<file path="src/rtl/secure_word_bank.sv">
// secure_word_bank: lockable data-word registers with registered read-back and a
// one-word-per-cycle zeroization sweep, triggered by the cipher core or by software.
module secure_word_bank #(
  parameter int NUM_WORDS = 4,
  parameter int DATA_W    = 32,
  parameter int ADDR_LSB  = 3,
  parameter int IDX_W     = 6,
  parameter int ADDR_BASE = 1
) (
  input  logic                        clk_i,
  input  logic                        rst_i,
  input  logic [NUM_WORDS-1:0]        reglk_ctrl_i,
  input  logic                        en_i,
  input  logic                        we_i,
  input  logic                        re_i,
  input  logic [31:0]                 address_i,
  input  logic [DATA_W-1:0]           wdata_i,
  output logic [DATA_W-1:0]           rdata_o,
  output logic                        rvalid_o,
  input  logic                        ct_valid_i,
  input  logic                        clr_req_i,
  output logic [NUM_WORDS*DATA_W-1:0] words_o,
  output logic [NUM_WORDS-1:0]        valid_mask_o,
  output logic                        full_o,
  output logic                        zeroize_busy_o,
  output logic                        zeroize_done_o,
  output logic                        write_err_o
);

  localparam int SEL_W = (NUM_WORDS > 1) ? $clog2(NUM_WORDS) : 1;

  localparam logic [0:0] ST_IDLE    = 1'b0;
  localparam logic [0:0] ST_ZEROIZE = 1'b1;

  logic [0:0]        r_state;
  logic [SEL_W-1:0]  r_cnt;
  logic [DATA_W-1:0] r_words [NUM_WORDS];
  logic [NUM_WORDS-1:0] r_mask;
  logic [DATA_W-1:0] r_rdata;
  logic              r_rvalid;
  logic              r_err;

  logic [IDX_W-1:0]  w_idx;
  logic [31:0]       w_idx_ext;
  logic [31:0]       w_rel;
  logic              w_in_range;
  logic [SEL_W-1:0]  w_sel;
  logic              w_locked;
  logic              w_wr;
  logic              w_rd;
  logic              w_trig;
  logic              w_last;
  logic              w_unused_addr;

  // Bus handshake: a request is a single cycle with en_i and a strobe high; there is
  // no back-pressure. A read answers with an rvalid_o pulse exactly one cycle later,
  // and a dropped write answers with a write_err_o pulse one cycle later.
  assign w_wr   = en_i & we_i;
  assign w_rd   = en_i & re_i;
  assign w_trig = ct_valid_i | clr_req_i;

  assign w_idx         = address_i[ADDR_LSB+IDX_W-1:ADDR_LSB];
  assign w_idx_ext     = 32'(w_idx);
  assign w_rel         = w_idx_ext - 32'(ADDR_BASE);
  assign w_in_range    = (w_idx_ext >= 32'(ADDR_BASE)) &&
                         (w_idx_ext <  32'(ADDR_BASE + NUM_WORDS));
  // Lowest index maps to the highest word.
  assign w_sel         = SEL_W'(32'(NUM_WORDS - 1) - w_rel);
  assign w_locked      = reglk_ctrl_i[w_sel];
  assign w_last        = (r_cnt == SEL_W'(NUM_WORDS - 1));
  assign w_unused_addr = ^address_i;

  always_ff @(posedge clk_i or posedge rst_i) begin
    if (rst_i) begin
      r_state  <= ST_IDLE;
      r_cnt    <= '0;
      r_mask   <= '0;
      r_rdata  <= '0;
      r_rvalid <= 1'b0;
      r_err    <= 1'b0;
      for (int k = 0; k < NUM_WORDS; k++) begin
        r_words[k] <= '0;
      end
    end else begin
      r_rvalid <= w_rd;
      r_err    <= 1'b0;
      case (r_state)
        ST_IDLE: begin
          if (w_rd) begin
            r_rdata <= w_in_range ? r_words[w_sel] : '0;
          end
          if (w_trig) begin
            r_state <= ST_ZEROIZE;
            r_cnt   <= '0;
            r_mask  <= '0;
            r_err   <= w_wr;
          end else if (w_wr && w_in_range) begin
            if (w_locked) begin
              r_err <= 1'b1;
            end else begin
              r_words[w_sel] <= wdata_i;
              r_mask[w_sel]  <= 1'b1;
            end
          end
        end
        default: begin
          // Sweep ignores locks and further triggers; the bus sees zeros and errors.
          if (w_rd) begin
            r_rdata <= '0;
          end
          r_err          <= w_wr;
          r_words[r_cnt] <= '0;
          r_cnt          <= r_cnt + SEL_W'(1);
          if (w_last) begin
            r_state <= ST_IDLE;
          end
        end
      endcase
    end
  end

  for (genvar k = 0; k < NUM_WORDS; k++) begin : g_words
    assign words_o[k*DATA_W +: DATA_W] = r_words[k];
  end

  assign rdata_o        = r_rdata;
  assign rvalid_o       = r_rvalid;
  assign valid_mask_o   = r_mask;
  assign full_o         = &r_mask;
  assign zeroize_busy_o = (r_state == ST_ZEROIZE);
  assign zeroize_done_o = (r_state == ST_ZEROIZE) && w_last;
  assign write_err_o    = r_err;

endmodule

</file>
<file path="config.mk">
export PLATFORM = sky130hd
export DESIGN_NAME = secure_word_bank
export DESIGN_NICKNAME = d
export VERILOG_FILES = /design/src/rtl/secure_word_bank.sv
export SDC_FILE = /design/constraint.sdc
export NUM_CORES = 1
export LEC_CHECK = 0
export BUFFER_PORTS_ARGS = -buffer_cell sky130_fd_sc_hd__buf_4
export CORE_UTILIZATION = 40
export DETAILED_ROUTE_END_ITERATION = 8
export PLACE_DENSITY = 0.68
export SETUP_SLACK_MARGIN = 0.15
export SLEW_MARGIN = 10
export SYNTH_ARGS = -nofsm -noshare
export SYNTH_HDL_FRONTEND = slang
export SYNTH_SLANG_ARGS = --single-unit
</file>
<file path="constraint.sdc">
create_clock -name clk_i -period 10.1 [get_ports clk_i]
set_input_delay 2.02 -clock clk_i [delete_from_list [all_inputs] [get_ports clk_i]]
set_output_delay 2.02 -clock clk_i [all_outputs]
set_load 0.05 [all_outputs]
</file>
==> out/results.ini <==
[run_status]
outcome=finished clean

[floorplan]
io_pins=244
die_w_um=142
rows=50
initial_core_util=0.412
die_area_um2=20000
die_y_um=142
core_area_um2=18900

[timing]
finalCritPeriodShare=0.485
drv_slew=0
hold_viol=0
rsz0062_at_grt=no
slew_headroom=0.303
period_needed_ns=4.90
max_freq_mhz=204
finalClockSkew_ns=0.00692
setup_viol=0
tightest_slew_ns=1.04
tns_ns=0

[synthesis]
synth_top_area_frac=0.543
ys_top_cells_by_area=dfrtp_1 (54%), mux2i_1 (16%), mux4_2 (9.3%), nand2_1 (6.8%), a22o_1 (3.7%)
avgSynthCellArea_um2=12.7
synth_edf_count=0
seq_area_frac_synth=0.543
syn_nets=699
syn_inst=614
synth_warnings=0
synth-main-ff-cell=dfrtp_1
synth_seq_cells=169
synth_cell_types=29
synthArstFlopShare=1.00
synth_area_leader_cell=dfrtp_1
syn_area_um2=7790

[finish]
stdcell_area_um2=10100
final.fill_count=1667
layout_commonest_cell=buf_4
drive_gt1_frac=0.360
antennaDiodeCount=0
multi_input_area_um2=3210
regArea_um2=4230
mostFrequentLayoutCells=buf_4 (224), dfrtp_1 (169), nand2_1 (141)
final_cells=1090
nNetsFinal=903
area_growth_pct=30.2

[grt]
grtUsageMet1=0.301
grtUsageTotal=0.221
grt_use_met2=0.355
antenna_found_initial=0
grt_pass1_wl_um=32900
use_met3=0.0381
grt_overflow=0
grt_pass1_vias=5645
busiest_layer=met2
grt_max_degree=95

[placement]
hpwl_um=13500
placed_area_um2=9600
place.gp.congestion=0.749
portBuffers=217
placed_cells=1059

[drt]
drt_iter0_drc=266
totalWireLength_um=21600
antenna_left=0
drc_errors=0
wl_per_cell_um=19.8
firstDrtPassIters=4
via_count=5694
routed_via_density=5.22

[pwr]
total_power_uw=1570
ir_worst_vdd_mv=0.114
p_leak_uw=0.00595
p_per_area_nw_per_um2=155

[setup_path]
slowest_delay_ns=0.84
path_class=primary input to register
r2r_cells=3
critPathBufInv=2
critPathRequiredTime_ns=10.42
r2r_start=zeroize_busy_o
critPathLaunchType=primary input
worstPathArrival_ns=5.22
reg2reg_setup_slack_ns=7.28
timing.rr.end=words_o[27]
critPathCaptureType=register
crit_chain=buf_4 > inv_1 > ha_2 > mux2_2 > o22ai_4 > nand4_4 > mux2i_1
path_delay_family=simple AND/OR/NAND/NOR gates
critPathSlowestCell=nand4_4
cp_max_fo=38

[clock_network]
clock_path_buffers=2
post_cts_buffers=0
cts_resized=0
clock_latency_ns=0.42
hold_buffers=0
root_buffer=clkbuf_16
clk_pin_slew_worst_paths_ns=0.07
cts_tree=yes
h-tree-depth=4
cts_buffers=17
clock-sinks=169

[hold_path]
hold_end=valid_mask_o[3]
whs_path_depth=2
hp-start=valid_mask_o[3]
hold_path.class=register to register

[flow_run]
cap_violations=0

==> routing by layer <==
| metal | routed length [µm] | up-vias | part of all wire |
|---|---|---|---|
| met5 | 0 | - | 0 |
| met4 | 388 | 0 | 0.018 |
| met3 | 1060 | 33 | 0.049 |
| met2 | 10500 | 190 | 0.49 |
| met1 | 9590 | 2938 | 0.44 |
| li1 | - | 2533 | - |
==> power by group <==
| group | switching [µW] | internal (µW) |
|---|---|---|
| Sequential | 13.0 | 686 |
| Combinational | 202 | 59.1 |
| Clock | 271 | 344 |
==> area by class of cell <==
cell class / count / share of cell area
Clock inverter: 11 / 0.00987
Sequential cell: 169 / 0.417
Multi-Input combinational cell: 367 / 0.316
Clock buffer: 20 / 0.0440
Tap cell: 260 / 0.0321
Inverter: 39 / 0.0149
Timing Repair Buffer: 224 / 0.166
==> synth_stat cells, types with 2 or more instances <==
library cell and number:
a22o_1 33, buf_2 7, buf_4 3, buf_6 10
clkbuf_1 18, dfrtp_1 169, ha_1 10, inv_1 39
mux2_2 3, mux2i_1 128, mux4_2 32, nand2_1 142
nand4_2 3, nor2_1 2
==> logic make-up after synthesis <==
kind of cell / after synthesis / share of synthesized area
DFF: 169 / 0.543
muxes: 163 / 0.261
buffers and inverters: 78 / 0.0498
and+or+nand+nor: 156 / 0.0850
adders and majority gates: 10 / 0.0161
AOI/OAI and AO/OA: 38 / 0.0448
==> state kept, by name (all words and copies together) (netlist names) <==
signal and flops:
rvalid_o 1, valid_mask_o 4, rdata_o 32, zeroize_busy_o 1, r_cnt 2, write_err_o 1, words_o 128
==> worst max-delay path by stage <==
stage,startpoint,endpoint,slack (ns),depth (start not counted)
final,address_i[3],words_o[27],5.20,7
after global routing,address_i[3],words_o[98],4.98,7
after CTS,address_i[3],words_o[55],5.19,7
after detailed placement,address_i[3],words_o[55],4.75,7
after global placement,address_i[3],words_o[98],4.79,7
after floorplan,rst_i,r_cnt[0],3.50,1
==> stage by stage <==
stage	hold WS (ns)	setup WS [ns]	util
2_1_floorplan	0.515	3.50	-
3_5_place_dp	0.484	4.75	0.508
6_report	0.496	5.20	0.537
4_1_cts	0.500	5.19	0.537
3_3_place_gp	0.482	4.79	0.508
5_1_grt	0.511	4.98	0.537
==> worst register-to-register path, delay by kind of cell, from the launching register on <==
kind | cells | cell delay, ns
DFF | 1 | 0.51
muxes | 1 | 0.45
and+or+nand+nor | 2 | 1.77
No activity file was read; power rests on OpenSTA's default activity.
